===== src/rtl/flash_ctrl_if.sv =====
// MCU-side request/response bus of the flash controller: valid/ready request, held response.
// master = bus decode side, slave = controller side.
interface flash_ctrl_if #(
  parameter int AW = 12
);
  logic          req_valid;
  logic          req_ready;
  logic [1:0]    req_op;
  logic [AW-1:0] req_addr;
  logic [31:0]   req_wdata;
  logic          rsp_valid;
  logic          rsp_ready;
  logic [31:0]   rsp_rdata;
  logic          rsp_error;
  logic          rsp_timeout;

  modport master (
    output req_valid, req_op, req_addr, req_wdata, rsp_ready,
    input  req_ready, rsp_valid, rsp_rdata, rsp_error, rsp_timeout
  );

  modport slave (
    input  req_valid, req_op, req_addr, req_wdata, rsp_ready,
    output req_ready, rsp_valid, rsp_rdata, rsp_error, rsp_timeout
  );
endinterface


===== src/rtl/flash_ctrl.sv =====
// Flash word-array controller: strobe 1 cycle after accept, response CMD_GAP+2 cycles after accept
// when flash is idle; one op in flight, response held until rsp_ready, req_ready only in IDLE.
module flash_ctrl #(
  parameter int AW      = 12,
  parameter int DEPTH   = 1024,
  parameter int CMD_GAP = 3,
  parameter int TIMEOUT = 64
) (
  input  logic          clk,
  input  logic          nRST,
  flash_ctrl_if.slave   bus,
  output logic          fl_rd_en,
  output logic          fl_wr_en,
  output logic          fl_erase_en,
  output logic [AW-1:0] fl_addr,
  output logic [31:0]   fl_idata,
  input  logic [31:0]   fl_odata,
  input  logic          fl_busy,
  input  logic          fl_error
);

  localparam int CW = $clog2(CMD_GAP + TIMEOUT + 1);
  localparam int GW = $clog2(CMD_GAP + 1);
  localparam logic [CW-1:0] POLL_C   = CW'(CMD_GAP);
  localparam logic [CW-1:0] TMO_C    = CW'(CMD_GAP + TIMEOUT);
  localparam logic [GW-1:0] GAP_INIT = GW'(CMD_GAP);
  localparam logic [AW:0]   DEPTH_W  = (AW + 1)'(DEPTH);

  typedef enum logic [1:0] {IDLE, ISSUE, WAIT, RESP} state_e;
  typedef enum logic [1:0] {OP_RD = 2'b00, OP_WR = 2'b01, OP_ER = 2'b10, OP_ILL = 2'b11} op_e;

  state_e        state_q;
  op_e           op_q;
  logic [GW-1:0] gap_q;
  logic [CW-1:0] cnt_q, cnt_d;
  logic          err_acc_q;
  logic          rd_en_q, wr_en_q, er_en_q;
  logic [AW-1:0] fl_addr_q;
  logic [31:0]   fl_idata_q;
  logic          rsp_valid_q, rsp_error_q, rsp_timeout_q;
  logic [31:0]   rsp_rdata_q;
  logic          req_ready;
  logic          req_bad;

  // Flash has no reset, so hold off new requests until a possibly in-flight op has drained.
  assign req_ready = (state_q == IDLE) && (gap_q == '0);
  assign req_bad   = (bus.req_op == OP_ILL) || ({1'b0, bus.req_addr} >= DEPTH_W);

  always_comb begin
    cnt_d = cnt_q;
    if (cnt_q != '1) cnt_d = cnt_q + CW'(1);
  end

  always_ff @(posedge clk) begin
    if (!nRST) begin
      state_q       <= IDLE;
      op_q          <= OP_RD;
      gap_q         <= GAP_INIT;
      cnt_q         <= '0;
      err_acc_q     <= 1'b0;
      rd_en_q       <= 1'b0;
      wr_en_q       <= 1'b0;
      er_en_q       <= 1'b0;
      fl_addr_q     <= '0;
      fl_idata_q    <= '0;
      rsp_valid_q   <= 1'b0;
      rsp_rdata_q   <= '0;
      rsp_error_q   <= 1'b0;
      rsp_timeout_q <= 1'b0;
    end else begin
      rd_en_q <= 1'b0;
      wr_en_q <= 1'b0;
      er_en_q <= 1'b0;
      if (gap_q != '0) gap_q <= gap_q - GW'(1);

      case (state_q)
        IDLE: begin
          if (bus.req_valid && req_ready) begin
            op_q          <= op_e'(bus.req_op);
            err_acc_q     <= 1'b0;
            rsp_rdata_q   <= '0;
            rsp_timeout_q <= 1'b0;
            if (req_bad) begin
              state_q     <= RESP;
              rsp_valid_q <= 1'b1;
              rsp_error_q <= 1'b1;
            end else begin
              // Strobe is registered here so it is high exactly during ISSUE.
              state_q     <= ISSUE;
              rsp_error_q <= 1'b0;
              fl_addr_q   <= bus.req_addr;
              fl_idata_q  <= bus.req_wdata;
              rd_en_q     <= (bus.req_op == OP_RD);
              wr_en_q     <= (bus.req_op == OP_WR);
              er_en_q     <= (bus.req_op == OP_ER);
            end
          end
        end
        ISSUE: begin
          state_q <= WAIT;
          cnt_q   <= CW'(1);
        end
        WAIT: begin
          err_acc_q <= err_acc_q | fl_error;
          if (cnt_q == CW'(1) && op_q == OP_RD) rsp_rdata_q <= fl_odata;
          // Busy is first polled on the CMD_GAP-th WAIT cycle, giving CMD_GAP+2 cycle latency.
          if (cnt_q >= POLL_C && !fl_busy) begin
            state_q     <= RESP;
            rsp_valid_q <= 1'b1;
            rsp_error_q <= err_acc_q | fl_error;
          end else if (cnt_q >= TMO_C) begin
            state_q       <= RESP;
            rsp_valid_q   <= 1'b1;
            rsp_error_q   <= 1'b1;
            rsp_timeout_q <= 1'b1;
          end else begin
            cnt_q <= cnt_d;
          end
        end
        RESP: begin
          if (bus.rsp_ready) begin
            state_q     <= IDLE;
            rsp_valid_q <= 1'b0;
          end
        end
        default: state_q <= IDLE;
      endcase
    end
  end

  assign bus.req_ready   = req_ready;
  assign bus.rsp_valid   = rsp_valid_q;
  assign bus.rsp_rdata   = rsp_rdata_q;
  assign bus.rsp_error   = rsp_error_q;
  assign bus.rsp_timeout = rsp_timeout_q;
  assign fl_rd_en        = rd_en_q;
  assign fl_wr_en        = wr_en_q;
  assign fl_erase_en     = er_en_q;
  assign fl_addr         = fl_addr_q;
  assign fl_idata        = fl_idata_q;

endmodule


===== src/flat_wrapper.sv =====
// flat-port wrapper written by rule: the top's interface ports become plain ports
module flash_ctrl_flat 
#(
  parameter int AW      = 12,
  parameter int DEPTH   = 1024,
  parameter int CMD_GAP = 3,
  parameter int TIMEOUT = 64
)
  (clk, nRST, fl_rd_en, fl_wr_en, fl_erase_en, fl_addr, fl_idata, fl_odata, fl_busy, fl_error, bus_req_valid, bus_req_op, bus_req_addr, bus_req_wdata, bus_rsp_ready, bus_req_ready, bus_rsp_valid, bus_rsp_rdata, bus_rsp_error, bus_rsp_timeout);
  flash_ctrl_if #(.AW(AW)) bus_i ();
  input  logic clk;
  input  logic nRST;
  output logic fl_rd_en;
  output logic fl_wr_en;
  output logic fl_erase_en;
  output logic [AW-1:0] fl_addr;
  output logic [31:0] fl_idata;
  input  logic [31:0] fl_odata;
  input  logic fl_busy;
  input  logic fl_error;
  input wire logic [$bits(bus_i.req_valid)-1:0] bus_req_valid;
  input wire logic [$bits(bus_i.req_op)-1:0] bus_req_op;
  input wire logic [$bits(bus_i.req_addr)-1:0] bus_req_addr;
  input wire logic [$bits(bus_i.req_wdata)-1:0] bus_req_wdata;
  input wire logic [$bits(bus_i.rsp_ready)-1:0] bus_rsp_ready;
  output wire logic [$bits(bus_i.req_ready)-1:0] bus_req_ready;
  output wire logic [$bits(bus_i.rsp_valid)-1:0] bus_rsp_valid;
  output wire logic [$bits(bus_i.rsp_rdata)-1:0] bus_rsp_rdata;
  output wire logic [$bits(bus_i.rsp_error)-1:0] bus_rsp_error;
  output wire logic [$bits(bus_i.rsp_timeout)-1:0] bus_rsp_timeout;
  assign bus_i.req_valid = bus_req_valid;
  assign bus_i.req_op = bus_req_op;
  assign bus_i.req_addr = bus_req_addr;
  assign bus_i.req_wdata = bus_req_wdata;
  assign bus_i.rsp_ready = bus_rsp_ready;
  assign bus_req_ready = bus_i.req_ready;
  assign bus_rsp_valid = bus_i.rsp_valid;
  assign bus_rsp_rdata = bus_i.rsp_rdata;
  assign bus_rsp_error = bus_i.rsp_error;
  assign bus_rsp_timeout = bus_i.rsp_timeout;
  flash_ctrl #(.AW(AW), .DEPTH(DEPTH), .CMD_GAP(CMD_GAP), .TIMEOUT(TIMEOUT)) u_core (.clk(clk), .nRST(nRST), .bus(bus_i), .fl_rd_en(fl_rd_en), .fl_wr_en(fl_wr_en), .fl_erase_en(fl_erase_en), .fl_addr(fl_addr), .fl_idata(fl_idata), .fl_odata(fl_odata), .fl_busy(fl_busy), .fl_error(fl_error));
endmodule

===== config.mk =====
export PLATFORM = sky130hd
export DESIGN_NAME = flash_ctrl_flat
export DESIGN_NICKNAME = d
export VERILOG_FILES = /design/src/rtl/flash_ctrl_if.sv /design/src/rtl/flash_ctrl.sv /design/src/flat_wrapper.sv
export SDC_FILE = /design/constraint.sdc
export NUM_CORES = 1
export LEC_CHECK = 0
export CAP_MARGIN = 20
export CORE_MARGIN = 2
export CORE_UTILIZATION = 38
export CTS_CLUSTER_SIZE = 28
export DETAILED_ROUTE_END_ITERATION = 8
export PLACE_DENSITY = 0.89
export SYNTH_ARGS = -nofsm -noshare
export SYNTH_HDL_FRONTEND = slang
export SYNTH_SLANG_ARGS = --single-unit

===== constraint.sdc =====
create_clock -name clk -period 2.1 [get_ports clk]
set_input_delay 0.315 -clock clk [delete_from_list [all_inputs] [get_ports clk]]
set_output_delay 0.315 -clock clk [all_outputs]
set_load 0.02 [all_outputs]

==> reports/summary.txt <==
Reg clk slew, reported paths -> 100 ps
Global-route wire length before repair -> 15800 um
Worst skew pair latency -> 360 ps
Slew @ Worst Pin -> 473 ps
Die Width -> 103 um
Worst relative slew slack -> 68.2%
Mapped Cells -> 450
WL/cell -> 13.8 um
Root buf cell -> clkbuf_8
Iteration-0 DRC Markers -> 118
Post-synth EDFFs -> 0
Dpl hpwl -> 7570 um
Area Overhead vs Synth -> 55.7%
Max-Cap Viols -> 0
Die area -> 10700 um2
Fillers -> 817
Number of remaining DRC errors -> 0
Final hold violation count -> 0
Vias in the first global route -> 3543
Worst Hold End -> u_core.fl_idata[22]$_SDFFE_PN0P_
Sequential area share after synthesis -> 51.4%
Worst hold path class -> flip-flop to flip-flop
Via Count -> 3702
DR vias/cell -> 4.92
Metal2 WL -> 5070 um
Status -> complete, no violations
Reg2reg end -> u_core.cnt_q[4]$_SDFFE_PN0P_
Internal power -> 0.00284 W
Pleak -> 2.04 nW
Grt ovf -> 0
Max VDD drop -> 0.303 mV
Largest net degree at the start of global routing -> 34
Sequential Power Share -> 46.1%
Switching part of the total -> 32.3%
Worst R2R Setup Slack -> 100 ps
WL final -> 10400 um
Worst setup margin -> 102 ps
Antenna diodes -> 0
Floorplan core area -> 9680 um2
Cell family with most CP delay -> simple AND/OR/NAND/NOR gates
IO Count -> 167
Slowest stage delay, CP -> 550 ps
Gate power share -> 26.9%
Core Rows -> 36
Setup_tns -> 0 ps
Avg Cell Area, Syn -> 8.31 um2
Starting Density -> 38.6%
Syn Nets -> 540
H-tree levels -> 3
Clock sinks -> 96
Pre-CTS setup slack -> 78.0 ps
# setup viols final -> 0
DR top layer -> met4
Synth Warn # -> 0
PD cells -> 720 nW/um2
Crit Path Max Fanout -> 5
Slowest-stage cell, CP -> or4_4
Hold Path Origin -> u_core.fl_idata[22]$_SDFFE_PN0P_
Final Max Tran Viols -> 0
Min Clock Period, post-route -> 2000 ps
Fin nets -> 705
Clock power frac -> 27.0%
Switch Pwr -> 0.00135 W
Longest Clk Path Bufs -> 2
Crit path launch type -> flip-flop
Share of layout cells above drive strength 1 -> 7.90%
Die Ht -> 103 um
Crit-path cells -> or4_4 > o31a_4 > a31oi_4 > nand3_1 > mux2_4
DRT antenna net count -> 0
Asr flop ratio synth -> 0%
Mapped Area -> 3740 um2
Hold Path Stages -> 2
TritonCTS clock tree -> yes
WP buf/inv -> 0
Reg2Reg Depth -> 5
WP data required -> 2350 ps
CTS hold repair buffers -> 0
Clock Skews -> 17.6 ps
Distinct cells, synth -> 43
Input/output buffers -> 166
Worst Path Arrival -> 2250 ps
Peak Freq -> 0.500 GHz
CP Class -> flip-flop to flip-flop
Met3 routed WL -> 927 um
Global-route usage over all layers -> 18.6%
Initial antenna violation count -> 0
Met1 WL -> 4280 um
Endpoint type of the worst setup path -> flip-flop
Main synth FF type -> dfxtp_1
Critical register-to-register path startpoint -> u_core.cnt_q[3]$_SDFFE_PN0P_
Final period utilization -> 95.1%
#FFs+latches synth -> 96
Num CTS Buffers -> 9
RD Place Congestion -> 0.862
Drt pass-1 iters -> 6
Core Util, Final -> 60.2%
## logic make-up (layout without fill, tap and decap cells)
kind of cell	Yosys count	after routing	share of synthesized area (%)
buffers and inverters	40	210	4.72
AO/OA/AOI/OAI	102	102	16.6
multiplexers	8	8	2.31
XOR/XNOR	3	3	0.702
flip-flops	96	96	51.4
adder cells (fa/ha/maj)	6	6	2.01
AND/OR/NAND/NOR	195	195	22.3
## metal layers
| layer | vias to the layer above | GRT usage (%) |
|---|---|---|
| met3 | 12 | 5.78 |
| li1 | 1840 | - |
| met5 | - | 0 |
| met2 | 137 | 32.5 |
| met1 | 1713 | 21.4 |
| met4 | 0 | 6.88 |
## per-stage QoR
stage	cell area, um2	power, W	hold slack [ps]	cells
2_1_floorplan	3740	0.00265	377	450
3_3_place_gp	5610	0.00302	438	735
3_5_place_dp	5610	0.00307	443	735
4_1_cts	5790	0.00421	459	751
5_1_grt	5830	0.00442	470	753
6_report	5830	0.00420	456	753
## worst reg2reg max path, stage by stage (launching register included)
cell	delay [ps]
dfxtp_1	360
or4_4	550
o31a_4	390
a31oi_4	180
nand3_1	120
mux2_4	300
## power groups by stage
stage,logic [W],clock network [W],registers [W]
global placement,0.00106,0,0.00197
global route,0.00123,0.00125,0.00194
CTS,0.00110,0.00118,0.00193
finish,0.00113,0.00113,0.00193
floorplan,0.000648,0,0.00201
detailed placement,0.00109,0,0.00197
## area by class of cell
cell class | count | area (um2) | share of cell area [%]
multi-input cells | 314 | 1660 | 28.5
flip-flops and latches | 96 | 1920 | 33.0
repair buffers | 183 | 1860 | 31.9
clock inverters | 7 | 58.8 | 1.01
inverters | 11 | 41.3 | 0.709
well taps | 133 | 166 | 2.86
clock buffers | 9 | 124 | 2.13
## cells in the final DEF (no fill, tap or decap), types with 2 or more instances in the layout
cell,netlist,final
clkdlybuf4s50_1,0,165
nand2_1,124,124
dfxtp_1,96,96
a21oi_1,79,79
nand3_1,36,35
nor2_1,15,14
buf_4,1,12
inv_1,11,10
clkbuf_8,0,9
mux2i_1,6,6
ha_1,6,6
buf_12,0,4
o21ai_0,3,3
nand2b_1,3,3
nor3_1,3,3
a31oi_1,3,3
inv_6,0,3
and2_1,3,2
and3_1,2,2
o211ai_1,2,2
a311oi_1,2,2
nor3b_1,2,2
a31oi_4,2,2
xnor2_1,2,2
## worst max path at each step
stage | startpoint | endpoint | cells past startpoint
5_1_grt | u_core.cnt_q[2]$_SDFFE_PN0P_ | u_core.cnt_q[3]$_SDFFE_PN0P_ | 7
4_1_cts | u_core.cnt_q[3]$_SDFFE_PN0P_ | u_core.cnt_q[4]$_SDFFE_PN0P_ | 5
3_3_place_gp | u_core.cnt_q[3]$_SDFFE_PN0P_ | u_core.cnt_q[4]$_SDFFE_PN0P_ | 5
2_1_floorplan | u_core.cnt_q[2]$_SDFFE_PN0P_ | u_core.cnt_q[4]$_SDFFE_PN0P_ | 5
3_5_place_dp | u_core.cnt_q[3]$_SDFFE_PN0P_ | u_core.cnt_q[4]$_SDFFE_PN0P_ | 5
6_report | u_core.cnt_q[3]$_SDFFE_PN0P_ | u_core.cnt_q[4]$_SDFFE_PN0P_ | 5
## state kept, by name, summed over array words and instances, names as in the netlist
signal and cells:
u_core.bus.rsp_error 1, u_core.bus.rsp_rdata 32, u_core.bus.rsp_timeout 1, u_core.bus.rsp_valid 1, u_core.cnt_q 7, u_core.err_acc_q 1, u_core.fl_addr 12, u_core.fl_erase_en 1
u_core.fl_idata 32, u_core.fl_rd_en 1, u_core.fl_wr_en 1, u_core.gap_q 2, u_core.op_q 2, u_core.state_q 2
## Yosys cell counts (3+ instances only)
master      n  area share, %
inv_1      11            1.1
nand2b_1    3           0.50
and2_1      3           0.50
clkbuf_1   25            2.5
ha_1        6            2.0
nand3_1    36            4.8
mux2i_1     6            1.6
o21ai_0     3           0.40
a31oi_1     3           0.50
nor2_1     15            1.5
buf_6       3           0.90
dfxtp_1    96             51
nand2_1   124             12
a21oi_1    79             11
nor3_1      3           0.40
## timing repair
item / 4_1_cts / 5_1_grt
gates cloned: 0 / 1
buffers inserted: 0 / 1
gates resized for setup: 1 / 2
endpoints found under the setup margin: 1 / 2
pin swaps: 0 / 2
(Power assumes the default switching activity.)
==> RTL edit 1 (same settings) <==
`AW` is set to 12 in 3 places; all go to 14.
--- a/src/rtl/flash_ctrl_if.sv
+++ b/src/rtl/flash_ctrl_if.sv
@@ -2,5 +2,5 @@
 // master = bus decode side, slave = controller side.
 interface flash_ctrl_if #(
-  parameter int AW = 12
+  parameter int AW = 14
 );
   logic          req_valid;
--- a/src/rtl/flash_ctrl.sv
+++ b/src/rtl/flash_ctrl.sv
@@ -2,5 +2,5 @@
 // when flash is idle; one op in flight, response held until rsp_ready, req_ready only in IDLE.
 module flash_ctrl #(
-  parameter int AW      = 12,
+  parameter int AW      = 14,
   parameter int DEPTH   = 1024,
   parameter int CMD_GAP = 3,
--- a/src/flat_wrapper.sv
+++ b/src/flat_wrapper.sv
@@ -2,5 +2,5 @@
 module flash_ctrl_flat 
 #(
-  parameter int AW      = 12,
+  parameter int AW      = 14,
   parameter int DEPTH   = 1024,
   parameter int CMD_GAP = 3,
Ports: changed (resized bus_req_addr and fl_addr); port bits go from 167 to 171. No check against the original RTL was run, so the function may have changed too.
==> RTL edit 1 against the unedited design <==
Area after synthesis fell by 0.74%; setup slack improved by 0.0059 ns; clock skew decreased by 0.012 ns; cell count increased by 0.66%; sequential cell count up 2; critical endpoint is now u_core.cnt_q[5]; largest power group unchanged; first-iteration DRC count shrank 14%; design area shrank 0.34%; global-route usage grew 1.6 points; critical path depth is the same; wire length grew 4.4%; highest routed layer unchanged; total power shrank 6.3%; die area is 0.71% lower.
==> RTL edit 1: results (changes against the unedited design) <==
stage;metric;value;unit;change
pwr;irDropWorstVdd;0.3513;mV;+16%
yosys;synth_top_cells_by_area;dfxtp_1 53%, nand2_1 12%, a21oi_1 11%;;
yosys;ys_types;40;;-7.0%
place;dpl_cell_area;0.005637;sq mm;+0.49%
pwr;p_comb_frac;0.226;;-0.043
yosys;synth-xor-area-share;0.007075;;+0.00005206
sta;finClkSkew;0.005879;ns;-0.01167 ns
global_route;grt_max_degree;45;;+32%
critical_path;cp_data_arrival_time;2.28;ns;+0.03 ns
place;gp_congestion;0.8408;;-2.5%
layout;fill_cells;853;;+4.4%
layout;drive_gt1_frac;0.06240;;-0.01663
sta;slew_headroom;0.6142;;-0.06828
critical_path;cp_max_fo;6;;+1
yosys;syn_nets;546;;+1.1%
run_status;status;finished clean;;
place;dpl.hpwl;7876;microns;+4.0%
drt;drtIter0Drc;101;;-14%
yosys;muxShareOfSynthArea;0.01112;;-0.01196
yosys;synth_compound_gate_area_share;0.1597;;-0.005848
place;port_buffers;170;;+2.4%
yosys;syn_inst;454;;+0.89%
place;placed_cells;743;;+1.1%
global_route;grt_use_total;0.2014;;+0.01561
critical_path;cp_slowest_cell;nor4_4;;
global_route;grt_pass1_wl;16790;microns;+6.3%
[RTL edit 1: layer usage]
layer,GRT usage,up-vias
li1,-,1863
met1,0.2228,1802
met2,0.3580,126
met3,0.05085,28
met4,0.1022,0
met5,0,-
[RTL edit 1: cell type report]
| cell class | instances | area [sq um] | share of cell area |
|---|---|---|---|
| inverter | 11 | 41.29 | 0.007112 |
| tap | 133 | 166.4 | 0.02866 |
| clock inverter | 3 | 15.01 | 0.002586 |
| clock buffer | 12 | 155.1 | 0.02672 |
| multi-input combinational | 315 | 1595 | 0.2748 |
| sequential | 98 | 1962 | 0.3379 |
| timing repair buffer | 186 | 1871 | 0.3222 |
[RTL edit 1: worst paths after layout]
path	from	endpoint	depth (start not counted)
worst max register to register	u_core.cnt_q[2]	u_core.cnt_q[5]	5
worst max-delay path	u_core.cnt_q[2]	u_core.cnt_q[5]	5
worst min register to register	u_core.bus.rsp_rdata[17]	u_core.bus.rsp_rdata[17]	2
worst min-delay path	u_core.bus.rsp_rdata[17]	u_core.bus.rsp_rdata[17]	2
[RTL edit 1: metrics by stage]
step | total power (W) | hold WS (ns) | util
2_1_floorplan | 0.002492 | 0.3769 | -
3_3_place_gp | 0.002833 | 0.4374 | 0.5848
3_5_place_dp | 0.002873 | 0.4428 | 0.5848
4_1_cts | 0.003970 | 0.4555 | 0.6023
5_1_grt | 0.004117 | 0.4717 | 0.6023
6_report | 0.003932 | 0.4526 | 0.6023
[RTL edit 1: what timing repair did]
item                                    CTS  global route
gates resized for setup                   1             0
endpoints found under the setup margin    1             0
setup buffers                             0             0
[RTL edit 1: worst min-delay path: stages (launching register included)]
cell and delay, ns:
dfxtp_1 0.32, nand2_1 0.05, a21oi_1 0.05
==> RTL edit 2 (same settings) <==
Without the edit above. Re-encode `state_e` (4 states) as one-hot, 4 bits wide.
--- a/src/rtl/flash_ctrl.sv
+++ b/src/rtl/flash_ctrl.sv
@@ -27,5 +27,5 @@
   localparam logic [AW:0]   DEPTH_W  = (AW + 1)'(DEPTH);
 
-  typedef enum logic [1:0] {IDLE, ISSUE, WAIT, RESP} state_e;
+  typedef enum logic [3:0] {IDLE = 4'b0001, ISSUE = 4'b0010, WAIT = 4'b0100, RESP = 4'b1000} state_e;
   typedef enum logic [1:0] {OP_RD = 2'b00, OP_WR = 2'b01, OP_ER = 2'b10, OP_ILL = 2'b11} op_e;
 
Formal check against the unedited RTL: no difference found for any inputs over 10 cycles, from zero or initial values and one cycle with nRST low; not proved beyond that.
==> RTL edit 2 against the unedited design <==
Sequential cell count increased by 2; design area decreased by 1.5%; area after synthesis decreased by 0.94%; wire length decreased by 2.3%; core utilization decreased by 0.63 points; setup slack improved by 0.047 ns; cell count decreased by 0.53%.
Power is not compared: it rests on default switching activity, and its combinational part moved more than twofold at a synthesized area within 25%.
==> RTL edit 2: results (changes against the unedited design) <==
stage;metric;value;unit;change
yosys;synth_top_cells_by_count;133 x nand2_1, 98 x dfxtp_1, 85 x a21oi_1;;
drt;drtPass1Iterations;4;;-2
global_route;grt_pass1_wl;15780;microns;-0.13%
place;dpl_cell_area;0.005510;sq mm;-1.8%
worst_hold_path;hold_path.class;flop to flop;;
place;dpl.hpwl;7538;microns;-0.46%
clock_network;cts_htree_levels;3;;unchanged
critical_path;crit_family;simple AND/OR/NAND/NOR gates;;
worst_hold_path;hold_end;u_core.fl_addr[3];;
global_route;grt_use_total;0.1895;;+0.003668
pwr;comb_power;0.000340;W;
drt;drt_wl_total;10180;microns;-2.3%
critical_path;crit_start;u_core.state_q[1];;
critical_path;cp_max_fo;7;;+2
critical_path;cp_data_arrival_time;1.64;ns;-0.61 ns
global_route;grt_pass1_vias;3454;;-2.5%
critical_path;cp_slowest_cell;dfxtp_1;;
pwr;p_leak;1.957;nW;
run_status;status;finished clean;;
layout;fin_cells;749;;-0.53%
yosys;ys_types;38;;-12%
clock_network;root_buffer;clkbuf_8;;
drt;drtIter0Drc;135;;+14%
drt;via_count;3710;;+0.22%
layout;num-nets-final;699;;-0.85%
yosys;yosysSeqAreaShare;0.5294;;+0.01566
sta;fin_hold_ws;0.4555;ns;-0.0004970 ns
critical_path;critPathCapture;bus_req_ready;;
critical_path;r2r_cells;6;;+1
critical_path;r2r_slack;0.19;ns;+0.09 ns
pwr;irDropWorstVdd;0.3649;mV;
layout;drive_gt1_frac;0.05357;;-0.02546
sta;finClkSkew;0.008359;ns;-0.009193 ns
global_route;grt_max_degree;46;;+35%
sta;setup_ws;0.1484;ns;+0.04653 ns
place;placed_cells;734;;-0.14%
worst_hold_path;min_from;u_core.fl_addr[3];;
critical_path;slowest_delay;0.40;ns;-0.15 ns
place;gp_congestion;0.8681;;+0.70%
place;post-place-ws;0.07978;ns;+0.001813 ns
==> RTL edit 2: logic make-up (layout without fill, tap and decap cells) <==
family,Yosys count,count (layout),synth area share
AOI/OAI and AO/OA,99,99,0.1435
xor gates and xnor gates,3,3,0.007091
adders and majority gates,3,3,0.01013
buffers and inverters,36,199,0.04220
DFF,98,98,0.5294
muxes,3,3,0.008778
and+or+nand+nor,211,211,0.2589
==> RTL edit 2: layout make-up <==
type	count	area, sq um
clock buffers	13	158.9
clock inverters	2	60.06
fillers	866	3901
inverters	8	30.03
multi-input cells	319	1599
flip-flops and latches	98	1963
well taps	133	166.4
repair buffers	176	1760
==> RTL edit 2: routing by layer <==
metal,global-route usage,routed length (microns)
met1,0.2088,3946
met5,0,0
met4,0.08806,237
met3,0.06712,819
met2,0.3273,5178
==> RTL edit 2: timing repair <==
action,in CTS,in global routing
buffers inserted,0,0
gates resized for setup,2,1
cloned,0,0
setup endpoints to repair,1,2
